--- config.mk ---
export PLATFORM = sky130hd
export DESIGN_NAME = gcd_operand_sequencer
export DESIGN_NICKNAME = d
export VERILOG_FILES = /design/src/rtl/gcd_pkg.sv /design/src/rtl/gcd_pair_fifo.sv /design/src/rtl/gcd_operand_sequencer.sv
export SDC_FILE = /design/constraint.sdc
export NUM_CORES = 1
export LEC_CHECK = 0
export ABC_AREA = 0
export CORE_UTILIZATION = 49
export CTS_CLUSTER_SIZE = 8
export DETAILED_ROUTE_END_ITERATION = 10
export HOLD_SLACK_MARGIN = 0.1
export MAX_ROUTING_LAYER = met4
export PLACE_DENSITY = 0.74
export SLEW_MARGIN = 20
export SYNTH_ARGS = -nofsm -noshare
export SYNTH_HDL_FRONTEND = slang
export SYNTH_HIERARCHICAL = 1
export SYNTH_SLANG_ARGS = --single-unit
--- constraint.sdc ---
create_clock -name clk -period 3.45 [get_ports clk]
set_input_delay 1.035 -clock clk [delete_from_list [all_inputs] [get_ports clk]]
set_output_delay 1.035 -clock clk [all_outputs]
set_load 0.03 [all_outputs]
--- src/rtl/gcd_pkg.sv ---
// Shared types for the GCD operand sequencer: FSM state encoding and the buffered operand pair.
package gcd_pkg;

  localparam int GCD_WIDTH = 16;

  typedef enum logic [2:0] {
    IDLE,
    LOAD_A,
    LOAD_B,
    WAIT,
    RESP
  } gcd_seq_state_e;

  typedef struct packed {
    logic [GCD_WIDTH-1:0] a;
    logic [GCD_WIDTH-1:0] b;
  } gcd_pair_t;

endpackage

--- src/rtl/gcd_pair_fifo.sv ---
// Synchronous operand-pair FIFO; pointers carry an extra wrap bit so full and empty are distinguishable.
module gcd_pair_fifo
  import gcd_pkg::*;
#(
  parameter int DEPTH = 4
) (
  input  logic                   clk,
  input  logic                   rst,
  input  logic                   push,
  input  gcd_pair_t              push_data,
  input  logic                   pop,
  output gcd_pair_t              pop_data,
  output logic                   full,
  output logic                   empty,
  output logic [$clog2(DEPTH):0] level
);

  localparam int AW = $clog2(DEPTH);

  gcd_pair_t       mem [DEPTH];
  logic [AW:0]     wr_ptr;
  logic [AW:0]     rd_ptr;
  logic            do_push;
  logic            do_pop;

  assign full     = (wr_ptr[AW] != rd_ptr[AW]) && (wr_ptr[AW-1:0] == rd_ptr[AW-1:0]);
  assign empty    = (wr_ptr == rd_ptr);
  assign do_push  = push && !full;
  assign do_pop   = pop && !empty;
  assign pop_data = mem[rd_ptr[AW-1:0]];

  always_ff @(posedge clk or posedge rst) begin
    if (rst) begin
      wr_ptr <= '0;
      rd_ptr <= '0;
      level  <= '0;
    end else begin
      if (do_push) wr_ptr <= wr_ptr + 1'b1;
      if (do_pop)  rd_ptr <= rd_ptr + 1'b1;
      case ({do_push, do_pop})
        2'b10:   level <= level + 1'b1;
        2'b01:   level <= level - 1'b1;
        default: level <= level;
      endcase
    end
  end

  // Storage is data-only and needs no reset; occupancy is tracked by the pointers.
  always_ff @(posedge clk) begin
    if (do_push) mem[wr_ptr[AW-1:0]] <= push_data;
  end

endmodule

--- src/rtl/gcd_operand_sequencer.sv ---
// Feeds operand pairs to the serial-load GCD engine (Start/In protocol) and returns results with a watchdog.
// Optional build macro GCD_SEQ_ZERO_BYPASS_EN: pairs with a zero operand are answered without the engine.
module gcd_operand_sequencer
  import gcd_pkg::*;
#(
  parameter int WIDTH   = GCD_WIDTH,
  parameter int DEPTH   = 4,
  parameter int TIMEOUT = 1024
) (
  input  logic                   clk,
  input  logic                   rst,
  input  logic                   req_valid,
  output logic                   req_ready,
  input  logic [WIDTH-1:0]       req_a,
  input  logic [WIDTH-1:0]       req_b,
  output logic                   rsp_valid,
  input  logic                   rsp_ready,
  output logic [WIDTH-1:0]       rsp_a,
  output logic [WIDTH-1:0]       rsp_b,
  output logic [WIDTH-1:0]       rsp_gcd,
  output logic                   rsp_err,
  output logic                   gcd_start,
  output logic [WIDTH-1:0]       gcd_in,
  input  logic [WIDTH-1:0]       gcd_out,
  input  logic                   gcd_done,
  output logic                   busy,
  output logic [$clog2(DEPTH):0] level
);

  localparam int            CW      = $clog2(TIMEOUT);
  localparam logic [CW-1:0] WD_LAST = CW'(TIMEOUT - 1);

  gcd_seq_state_e   state_q, state_n;
  gcd_pair_t        push_pair, head;
  logic             fifo_full, fifo_empty, pop, bypass;
  logic [CW-1:0]    wd_q, wd_n;
  logic [WIDTH-1:0] a_n, b_n, gcd_n, in_n;
  logic             err_n, start_n;

  assign push_pair.a = req_a;
  assign push_pair.b = req_b;
  assign req_ready   = !fifo_full;

  gcd_pair_fifo #(.DEPTH(DEPTH)) u_fifo (
    .clk       (clk),
    .rst       (rst),
    .push      (req_valid && req_ready),
    .push_data (push_pair),
    .pop       (pop),
    .pop_data  (head),
    .full      (fifo_full),
    .empty     (fifo_empty),
    .level     (level)
  );

  always_comb begin
`ifdef GCD_SEQ_ZERO_BYPASS_EN
    bypass = (head.a == '0) || (head.b == '0);
`else
    bypass = 1'b0;
`endif
  end

  // rsp_a/rsp_b double as the working A/B registers; they only matter to the consumer in RESP.
  always_comb begin
    state_n = state_q;
    a_n     = rsp_a;
    b_n     = rsp_b;
    gcd_n   = rsp_gcd;
    err_n   = rsp_err;
    in_n    = gcd_in;
    start_n = 1'b0;
    wd_n    = wd_q;
    pop     = 1'b0;
    case (state_q)
      IDLE: begin
        if (!fifo_empty) begin
          a_n = head.a;
          b_n = head.b;
          if (bypass) begin
            pop     = 1'b1;
            gcd_n   = head.a | head.b;
            err_n   = 1'b0;
            state_n = RESP;
          end else begin
            start_n = 1'b1;
            in_n    = head.a;
            state_n = LOAD_A;
          end
        end
      end
      LOAD_A: begin
        in_n    = rsp_b;
        state_n = LOAD_B;
      end
      LOAD_B: begin
        pop     = 1'b1;
        wd_n    = '0;
        state_n = WAIT;
      end
      WAIT: begin
        // Done outranks the watchdog when both land on the same edge.
        if (gcd_done) begin
          gcd_n   = gcd_out;
          err_n   = 1'b0;
          state_n = RESP;
        end else if (wd_q == WD_LAST) begin
          gcd_n   = '0;
          err_n   = 1'b1;
          state_n = RESP;
        end else begin
          wd_n = wd_q + 1'b1;
        end
      end
      RESP: begin
        if (rsp_ready) state_n = IDLE;
      end
      default: state_n = IDLE;
    endcase
  end

  always_ff @(posedge clk or posedge rst) begin
    if (rst) begin
      state_q   <= IDLE;
      wd_q      <= '0;
      rsp_a     <= '0;
      rsp_b     <= '0;
      rsp_gcd   <= '0;
      rsp_err   <= 1'b0;
      rsp_valid <= 1'b0;
      gcd_start <= 1'b0;
      gcd_in    <= '0;
      busy      <= 1'b0;
    end else begin
      state_q   <= state_n;
      wd_q      <= wd_n;
      rsp_a     <= a_n;
      rsp_b     <= b_n;
      rsp_gcd   <= gcd_n;
      rsp_err   <= err_n;
      rsp_valid <= (state_n == RESP);
      gcd_start <= start_n;
      gcd_in    <= in_n;
      busy      <= (state_n != IDLE);
    end
  end

endmodule

Yosys cells after proc, flatten, opt, wreduce, memory -nomap -nowiden:

Memory sizes are Yosys's and may differ from the RTL's.
Cells that the tools add are included.

* reductions and logical operators: 16
* add/subtract/negate cells: 5
* equal/unequal tests: 14
* muxes and demuxes: 20
* bitwise gates (word level): 1

Operators with widths (number)
* $mux 16: 3
* $pmux 16 s2: 1
* $mux 10: 2
* $pmux 10 s2: 1
* $pmux 3 s5: 1
* $mux 3: 4
* $add 10x1->10 const B: 1
* $eq 10x10->1 const B: 1
* $add 3x1->3 const B: 3
* $reduce_bool 2->1: 4
* $mux 1: 7
* $eq 3x2->1 const B: 2
* $eq 3x3->1 const B: 2
* $ne 2x2->1 const B: 3
* $pmux 3 s2: 1
* $reduce_and 2->1: 3
* $logic_and 1x1->1: 4
* $eq 3x1->1 const B: 1
* $eq 3x3->1: 1
* $logic_not 3->1: 1
* $reduce_and 3->1: 1
* $reduce_bool 3->1: 1
* $sub 3x1->3 const B: 1
* $eq 2x1->1 const B: 1
* 5 further kinds: 6

* register bits: 90
* output and inout port bits: 72
* memories: 1
* logic and storage cells: 70
* bits in writable memories: 128
* input bits: 53

Memories
* u_fifo.mem: words 4, width 32, rd ports 1, clocked after memory_dff 0, wr ports 1, line gcd_pair_fifo.sv:20 `gcd_pair_t mem [DEPTH];`

Depth between registers and ports, before layout:

Gate-level depths: netlist of run 1.

* depth after elaboration: 7
* gate-level depth with buffers: 12

By module:

The synthesis of run 1 kept the hierarchy.

Modules (own cells, without submodules)
* gcd_pair_fifo: instances 1, area each 5246.3 µm², cells an instance 232
* gcd_operand_sequencer: instances 1, area each 3328.2 µm², cells an instance 260

Worst setup path before layout of run 1:

Ideal clock, no wire load.

* path type: input -> register
* from: in req_valid
* to: mem u_fifo/mem[3][0] (netlist bit) (enable)
* arrival time: 3.146 ns
* required time: 3.006 ns
* stages on the path: 3
* setup slack: -0.140 ns
* cell sequence: nor2b_1 nand2_1 a31oi_1

* word-level cells in the longest chain between the ends: 4

Ends and longest elaborated chain
* start, declared: line gcd_operand_sequencer.sv:12 `input logic req_valid,`
* $logic_and 1x1->1: line gcd_operand_sequencer.sv:47 `.push (req_valid && req_ready),`
* $logic_and 1x1->1: line gcd_pair_fifo.sv:28 `assign do_push = push && !full;`
* $mux 1: line gcd_pair_fifo.sv:50 `if (do_push) mem[wr_ptr[AW-1:0]] <= push_data;`
* $mux 1 (implied by the code): line gcd_pair_fifo.sv:50
* end, declared: line gcd_pair_fifo.sv:20

No other way between the ends.

Worst setup path in the final report of run 1:

* from: reg u_fifo.wr_ptr[0]
* to: out req_ready

* word-level cells in the longest chain between the ends: 3

Ends and longest elaborated chain
* start, declared: line gcd_pair_fifo.sv:21 `logic [AW:0] wr_ptr;`
* start signal, assigned: line gcd_pair_fifo.sv:38 `if (do_push) wr_ptr <= wr_ptr + 1'b1;`
* $eq 2x2->1: line gcd_pair_fifo.sv:26 `assign full = (wr_ptr[AW] != rd_ptr[AW]) && (wr_ptr[AW-1:0] == rd_ptr[AW-1:0]);`
* $logic_and 1x1->1: line gcd_pair_fifo.sv:26
* net fifo_full: line gcd_operand_sequencer.sv:35 `logic fifo_full, fifo_empty, pop, bypass;`
* $logic_not 1->1: line gcd_operand_sequencer.sv:42 `assign req_ready = !fifo_full;`
* end, declared: line gcd_operand_sequencer.sv:13 `output logic req_ready,`

The timed path passes the listed nets, and every way through them passes these cells.

==> results of run 1 <==
==> cells by family (layout without fill, tap and decap cells) <==
family | Yosys count | after routing
flops | 218 | 218
simple gates | 89 | 89
mux | 66 | 66
compound gates | 62 | 62
buf+inv | 35 | 205
xor+xnor | 14 | 14
fa+ha+maj | 8 | 8
other cells | 0 | 1
==> Yosys cell counts (2+ instances only) <==
master / n / area share [%]
sky130_fd_sc_hd__nand2b_1: 3 / 0.22
sky130_fd_sc_hd__buf_6: 4 / 0.53
sky130_fd_sc_hd__nor3_1: 4 / 0.23
sky130_fd_sc_hd__edfxtp_1: 128 / 45
sky130_fd_sc_hd__or4_1: 2 / 0.18
sky130_fd_sc_hd__mux2_2: 30 / 3.9
sky130_fd_sc_hd__and3_1: 5 / 0.36
sky130_fd_sc_hd__inv_1: 13 / 0.57
sky130_fd_sc_hd__mux4_2: 32 / 8.4
sky130_fd_sc_hd__a21oi_1: 11 / 0.64
sky130_fd_sc_hd__ha_1: 7 / 1.0
sky130_fd_sc_hd__mux2_1: 2 / 0.26
sky130_fd_sc_hd__a22o_2: 16 / 1.9
sky130_fd_sc_hd__a211oi_1: 2 / 0.18
sky130_fd_sc_hd__clkbuf_1: 4 / 0.18
sky130_fd_sc_hd__a22oi_1: 16 / 1.4
sky130_fd_sc_hd__mux2i_1: 2 / 0.23
sky130_fd_sc_hd__nand3_1: 7 / 0.41
sky130_fd_sc_hd__dfrtp_1: 90 / 26
sky130_fd_sc_hd__o31ai_1: 6 / 0.53
sky130_fd_sc_hd__nor2_1: 10 / 0.44
sky130_fd_sc_hd__buf_2: 8 / 0.47
sky130_fd_sc_hd__o211ai_1: 2 / 0.18
sky130_fd_sc_hd__xnor2_1: 7 / 0.72
sky130_fd_sc_hd__o21ai_0: 3 / 0.18
sky130_fd_sc_hd__xor2_1: 7 / 0.72
sky130_fd_sc_hd__nand2_1: 44 / 1.9
sky130_fd_sc_hd__buf_4: 5 / 0.44
==> cells in the final DEF, fill, tap and decap left out, drive strengths merged, types with 3 or more instances in the layout <==
cell type	synthesis	routed
a21oi	11	11
a22o	16	16
a22oi	16	16
and3	5	5
buf	17	12
clkbuf	4	53
clkdlybuf4s50	0	124
clkinv	1	3
dfrtp	90	90
edfxtp	128	128
ha	7	7
inv	13	13
mux2	32	32
mux4	32	32
nand2	44	44
nand2b	3	3
nand3	8	8
nor2	10	10
nor3	5	5
o21ai	4	4
o31ai	7	7
xnor2	7	7
xor2	7	7
==> tightest hold or removal path, delay by kind of cell (launching register included) <==
kind,cells,cell delay [ns]
simple gates,2,0.10
flops,1,0.33
==> power by group through the flow <==
| stage | Clock (uW) | Combinational, uW | Sequential (uW) |
|---|---|---|---|
| 2_1_floorplan | 0 | 2170 | 4810 |
| 3_3_place_gp | 0 | 4420 | 4080 |
| 3_5_place_dp | 0 | 4500 | 4140 |
| 4_1_cts | 2770 | 4530 | 4100 |
| 5_1_grt | 2890 | 4800 | 4180 |
| 6_report | 2710 | 4480 | 4100 |
==> metal layers <==
layer	up-vias	global-route usage, %	routed length [um]
li1	2192	-	-
met1	2497	26.88	7319
met2	170	35.06	9024
met3	35	4.573	1102
met4	0	5.618	362
met5	-	-	0
==> sequential cells by signal, indices dropped and copies added (netlist names), 10 cells and up <==
name        count
gcd_in         16
u_fifo/mem    128
rsp_gcd        16
rsp_b          16
rsp_a          16
wd_q           10
==> what timing repair did <==
action / 4_1_cts / 5_1_grt
gates resized for setup: 0 / 1
setup endpoints to repair: 0 / 1
setup buffers: 0 / 0
==> worst max-delay path by stage <==
stage / to / slack (ns) / cells after the start
global placement: u_fifo/level[2] / 0.51 / 9
global route: req_ready / 0.03 / 6
CTS: req_ready / 0.005 / 5
floorplan: busy / 0.33 / 1
finish: req_ready / 0.15 / 6
detailed placement: u_fifo/level[2] / 0.45 / 9
==> area by class of cell <==
| class | instances | area (um2) |
|---|---|---|
| Antenna cell | 1 | 2.502 |
| Clock buffer | 53 | 858.3 |
| Clock inverter | 2 | 28.78 |
| Fill cell | 1206 | 6145 |
| Inverter | 14 | 53.80 |
| Multi-Input combinational cell | 239 | 2315 |
| Sequential cell | 218 | 6098 |
| Tap cell | 225 | 281.5 |
| Timing Repair Buffer | 136 | 1394 |
==> per-stage QoR <==
stage	std cells	hold slack, ns	setup WS, ns	total power [uW]	utilization [%]
final	888	0.4640	0.1462	11290	64.23
after global routing	888	0.4946	0.02767	11870	64.23
after CTS	887	0.4695	0.005451	11410	64.17
after detailed placement	832	0.4603	0.4543	8633	59.00
after global placement	832	0.4555	0.5059	8502	59.00
after floorplan	492	0.4800	0.3349	6979	-
==> impl_summary.log, run 1 <==
INFO  metric io-pin-count = 125
INFO  metric worst_hold_startpoint = gcd_in[0]
INFO  metric nNetsFinal = 701
INFO  metric post_route_cells_drive_above_1_share = 21.45%
INFO  metric max_stage_delay = 0.66 ns
INFO  metric setup_repair_after_global_routing_missed_its_margin = no
INFO  metric grt_start_max_net_pins = 51
INFO  metric critical_path.startpoint_type = flop
INFO  metric path_class = flop to output pin
INFO  metric port_buffers = 124
INFO  metric routed-via-count = 4894
INFO  metric post_synth_xor_area_fraction = 1.430%
INFO  metric ys_seq_area_share = 71.09%
INFO  metric timing.critical_path.arrival = 2.27 ns
INFO  metric wl = 17810 um
INFO  metric placed_cell_area = 10130 um2
INFO  metric core_area = 17180 um2
INFO  metric async_flop_share = 41.28%
INFO  metric clock_power_share = 24.0%
INFO  metric drc_violations_left = 0
INFO  metric synth_simple_gate_area_share = 5.560%
INFO  metric worst_setup_path_startpoint = u_fifo/wr_ptr[0]
INFO  metric tritoncts = built
INFO  metric internal_power = 7320 uW
INFO  metric clock_sink_count = 218
INFO  metric main_combinational_cell_family_by_area_after_synthesis = multiplexers
INFO  metric maxClockFrequency = 0.3027 GHz
INFO  metric cts-hold-fix-buffers = 0
INFO  metric yosys_register_bits = 218
INFO  metric first_global_vias = 5083
INFO  metric synth_enable_flop_cells = 128
INFO  metric crit_path_slowest_cell = sky130_fd_sc_hd__clkdlybuf4s50_1
INFO  metric initial_core_util = 49.92%
INFO  metric cts-root-buf = sky130_fd_sc_hd__clkbuf_16
INFO  metric routabilityCongestion = 0.8354
INFO  metric maximum_vdd_drop = 610.4 uV
INFO  metric fp.dieW = 134.3 um
INFO  metric drt_iter0_drc = 290
INFO  metric global_route.usage.total = 21.27%
INFO  metric antenna_found_initial = 1
INFO  metric max-slew-margin-rel = 52.85%
INFO  metric crit_chain = xnor2_1, buf_4, nand3_1, inv_1, inv_1, clkdlybuf4s50_1
INFO  metric worstPathBufferInverterCount = 4
INFO  metric grt_first_pass_wirelength = 28260 um
INFO  metric final_max_slew_viol_count = 0
INFO  metric setup.worst_path.end_class = output pin
INFO  metric power.switching_fraction = 35.18%
INFO  metric syn_area_per_cell = 17.43 um2
INFO  metric worst_r2r_path_depth = 9
INFO  metric combinationalPowerShare = 39.7%
INFO  metric place.detailed.hpwl = 11020 um
INFO  metric netlist-cell-type-count = 50
INFO  metric rr_endpoint = u_fifo/level[2]
INFO  metric post_route_antenna_net_violation_count = 0
INFO  metric finalSetupViolCount = 0
INFO  metric die_height = 134.3 um
INFO  metric setup-tns-final = 0 ns
INFO  metric worstReg2RegStart = u_fifo/rd_ptr[0]
INFO  metric tightestPinTransition = 0.7071 ns
INFO  metric core.rowCount = 48
INFO  metric outcome = finished clean
INFO  metric viasPerCell = 5.511
INFO  metric min_delay_path_depth = 2
INFO  metric skew_pair_late_insertion_delay = 0.54 ns
INFO  metric min_period = 3.304 ns
INFO  metric netlist_area = 8574 um2
INFO  metric hp-class = flop to flop
INFO  metric areaGrowthSynthToFinish = 28.66%
INFO  metric power.share.sequential = 36.3%
INFO  metric post_drt_wl_per_cell = 20.05 um
INFO  metric critical_path.top_delay_family = buffers and inverters
INFO  metric pwr_density_cell = 1024 nW/um2
INFO  metric ys_dominant_reg_cell = sky130_fd_sc_hd__edfxtp_1
INFO  metric post_synth_mux_area_share = 12.84%
INFO  metric cp_data_required_time = 2.41 ns
INFO  metric globalRouteOverflowTotal = 0
INFO  metric timing.critical_path.mode_cell = sky130_fd_sc_hd__inv_1
INFO  metric hold_viol_final = 0
INFO  metric syn_nets = 553
INFO  metric dr.pass1.iters = 4
INFO  metric netSwitchingPower = 3973 uW
INFO  metric clkTransAtPathRegs = 0.06 ns
INFO  metric static-leakage-power = 0.004180 uW
INFO  metric htreeDepth = 1
INFO  metric min_to = gcd_in[0]
INFO  metric cell_count_after_synthesis = 492
INFO  metric ff2ff_setup_slack = 0.79 ns
INFO  metric die-area = 18030 um2
INFO  metric drv_cap = 0
INFO  metric finish.instance_area = 11030 um2
INFO  metric post-route-period-util = 95.76%
INFO  metric synth_compound_gate_area_share = 5.603%
INFO  metric numCtsBuffers = 31
INFO  metric worstPathMaxFanout = 6
INFO  metric timing.clock.skew = 0.01563 ns
INFO  metric clock_buffer_depth = 3
INFO  metric synthAdderAreaFrac = 1.255%
INFO  metric synthesis.yosys.warnings = 6
Power figures use the tool's default switching activity.
==> run 2, diff against run 1 <==
--- a/config.mk
+++ b/config.mk
@@ -6,6 +6,8 @@
 export NUM_CORES = 1
 export LEC_CHECK = 0
 export ABC_AREA = 0
+export CAP_MARGIN = 20
+export CORE_ASPECT_RATIO = 2
 export CORE_UTILIZATION = 49
 export CTS_CLUSTER_SIZE = 8
 export DETAILED_ROUTE_END_ITERATION = 10
==> run 2 against run 1 <==
  * Combinational power grew 0.9%
  * Global-route usage grew 0.93 points
  * Sequential cell count is the same
  * Critical path depth is the same
  * Clock skew shrank 0.0033 ns
==> impl_summary.log, run 2 (synthesized netlist as in run 1, its figures left out) <==
INFO  metric outcome = finished clean
INFO  metric timing.clock.skew = 0.01238 ns
INFO  metric tritoncts = built
INFO  metric io-pin-count = 125
INFO  metric hold_viol_final = 0
INFO  metric critical_path.startpoint_type = flop
INFO  metric fin_util = 64.22%
INFO  metric grt_start_max_net_pins = 52
INFO  metric viasPerCell = 5.672
INFO  metric worst_r2r_path_depth = 9
INFO  metric routabilityCongestion = 0.8016
INFO  metric ff2ff_setup_slack = 0.72 ns
INFO  metric internal_power = 7348 uW
INFO  metric cts_setup_buffers = 0
INFO  metric grt_first_pass_wirelength = 29170 um
INFO  metric global_route.usage.total = 22.20%
INFO  metric wl = 18340 um
INFO  metric power.share.sequential = 36.3%
INFO  metric worstReg2RegStart = u_fifo/rd_ptr[0]
INFO  metric core_area = 17190 um2
INFO  metric post-route-period-util = 96.62%
INFO  metric pwr_density_cell = 1026 nW/um2
INFO  metric drt_iter0_drc = 214
INFO  metric ctsResizeCount = 0
INFO  metric min_period = 3.334 ns
INFO  metric cp_data_required_time = 2.41 ns
INFO  metric post_route_cells_drive_above_1_share = 21.65%
INFO  metric post_drt_wl_per_cell = 20.91 um
INFO  metric port_buffers = 124
INFO  metric setup.worst_path.end_class = output pin
INFO  metric setup-tns-final = 0 ns
INFO  metric rr_endpoint = u_fifo/level[2]
INFO  metric nNetsFinal = 703
INFO  metric globalRouteOverflowTotal = 0
INFO  metric netSwitchingPower = 3978 uW
INFO  metric finalSetupViolCount = 0
INFO  metric power.switching_fraction = 35.12%
INFO  metric final_cells = 877
INFO  metric mostFrequentLayoutCell = sky130_fd_sc_hd__edfxtp_1
INFO  metric first_global_vias = 5542
INFO  metric combinationalPowerShare = 39.9%
INFO  metric drv_cap = 0
INFO  metric clkTransAtPathRegs = 0.05 ns
INFO  metric cts-root-buf = sky130_fd_sc_hd__clkbuf_16
INFO  metric die_height = 189.1 um
INFO  metric initial_core_util = 49.89%
INFO  metric numCtsBuffers = 31
INFO  metric setup_repair_after_global_routing_missed_its_margin = no
INFO  metric cts-hold-fix-buffers = 0
INFO  metric die-area = 18060 um2
INFO  metric number_of_flip_flops_in_the_largest_register = 128
INFO  metric worstPathMaxFanout = 6
INFO  metric hp-class = flop to flop
INFO  metric maxClockFrequency = 0.3000 GHz
INFO  metric htreeDepth = 1
INFO  metric skew_pair_late_insertion_delay = 0.53 ns
INFO  metric core.rowCount = 68
INFO  metric tightestPinTransition = 0.7463 ns
INFO  metric static-leakage-power = 0.004187 uW
INFO  metric drc_violations_left = 0
INFO  metric antenna_found_initial = 2
INFO  metric clock_sink_count = 218
INFO  metric most-common-layout-cells = 128 x sky130_fd_sc_hd__edfxtp_1, 124 x sky130_fd_sc_hd__clkdlybuf4s50_1, 88 x sky130_fd_sc_hd__dfrtp_1
INFO  metric routed-via-count = 4974
INFO  metric worst_setup_path_startpoint = u_fifo/wr_ptr[0]
INFO  metric timing.critical_path.to = req_ready
INFO  metric areaGrowthSynthToFinish = 28.72%
INFO  metric post_route_antenna_net_violation_count = 0
INFO  metric dr.pass1.iters = 4
INFO  metric max-slew-margin-rel = 50.24%
INFO  metric placed_cells_incl_taps = 819
INFO  metric timing.critical_path.arrival = 2.30 ns
INFO  metric final_max_slew_viol_count = 0
INFO  metric clock_buffer_depth = 3
INFO  metric fp.dieW = 95.54 um
INFO  metric path_class = flop to output pin
INFO  metric place.detailed.hpwl = 11630 um
INFO  metric maximum_vdd_drop = 486.6 uV
INFO  metric clock_power_share = 23.7%
==> run 2: cell count changes in the layout (fill, tap and decap cells not counted) <==
cell,previous run,this run
sky130_fd_sc_hd__inv_6,0,1
sky130_fd_sc_hd__buf_4,7,8
sky130_fd_sc_hd__xnor2_1,6,7
sky130_fd_sc_hd__xnor2_2,1,0
sky130_fd_sc_hd__buf_12,5,6
sky130_fd_sc_hd__nor2_2,0,1
sky130_fd_sc_hd__nor3b_4,0,1
sky130_fd_sc_hd__clkbuf_1,22,23
sky130_fd_sc_hd__inv_16,1,0
sky130_fd_sc_hd__nor2_1,10,9
sky130_fd_sc_hd__nor3b_2,1,0
sky130_fd_sc_hd__diode_2,1,2
==> run 2: worst min path at each step <==
| stage | startpoint | to | slack, ns | cells past startpoint |
|---|---|---|---|---|
| 3_5_place_dp | u_fifo/level[2] | u_fifo/level[2] | 0.47 | 1 |
| 3_3_place_gp | gcd_in[0] | gcd_in[0] | 0.45 | 2 |
| 4_1_cts | u_fifo/level[2] | u_fifo/level[2] | 0.48 | 1 |
| 5_1_grt | gcd_in[13] | gcd_in[13] | 0.49 | 2 |
| 6_report | u_fifo/level[2] | u_fifo/level[2] | 0.47 | 1 |
| 2_1_floorplan | wd_q[0] | wd_q[0] | 0.48 | 1 |
==> run 2: final cells by class <==
type	instances	area, um2
Clock inverter	2	17.52
Antenna cell	2	5.005
Tap cell	210	262.8
Multi-Input combinational cell	239	2316
Timing Repair Buffer	138	1421
Fill cell	1219	6150
Sequential cell	218	6098
Clock buffer	54	862.1
Inverter	14	53.80
==> run 2: worst max-delay path: stages, from the launching register on <==
cell	delay (ns)
sky130_fd_sc_hd__dfrtp_1	0.47
sky130_fd_sc_hd__xnor2_1	0.17
sky130_fd_sc_hd__buf_4	0.17
sky130_fd_sc_hd__nand3_1	0.16
sky130_fd_sc_hd__inv_1	0.08
sky130_fd_sc_hd__inv_1	0.06
sky130_fd_sc_hd__clkdlybuf4s50_1	0.66
==> run 2: metrics by stage <==
stage	hold slack [ns]	setup WS, ns	power [uW]	area [um2]
2_1_floorplan	0.4800	0.3349	6979	8581
3_3_place_gp	0.4550	0.4952	8556	10150
3_5_place_dp	0.4650	0.4314	8705	10150
4_1_cts	0.4757	0.09672	11450	11030
5_1_grt	0.4932	0.04768	11910	11040
6_report	0.4680	0.1165	11330	11040
==> run 2: routing by layer <==
layer | vias up | track usage, % | share of wire [%]
met5 | - | - | 0
met3 | 47 | 3.092 | 4.8
met4 | 0 | 10.16 | 3.5
met1 | 2539 | 23.93 | 35
met2 | 185 | 39.34 | 57
li1 | 2203 | - | -
==> run 2: power groups by stage <==
stage | Sequential [uW] | Clock, uW | Combinational, uW
after floorplan | 4810 | 0 | 2170
after CTS | 4130 | 2740 | 4580
final | 4120 | 2690 | 4520
after global routing | 4200 | 2880 | 4840
after detailed placement | 4150 | 0 | 4550
after global placement | 4100 | 0 | 4460
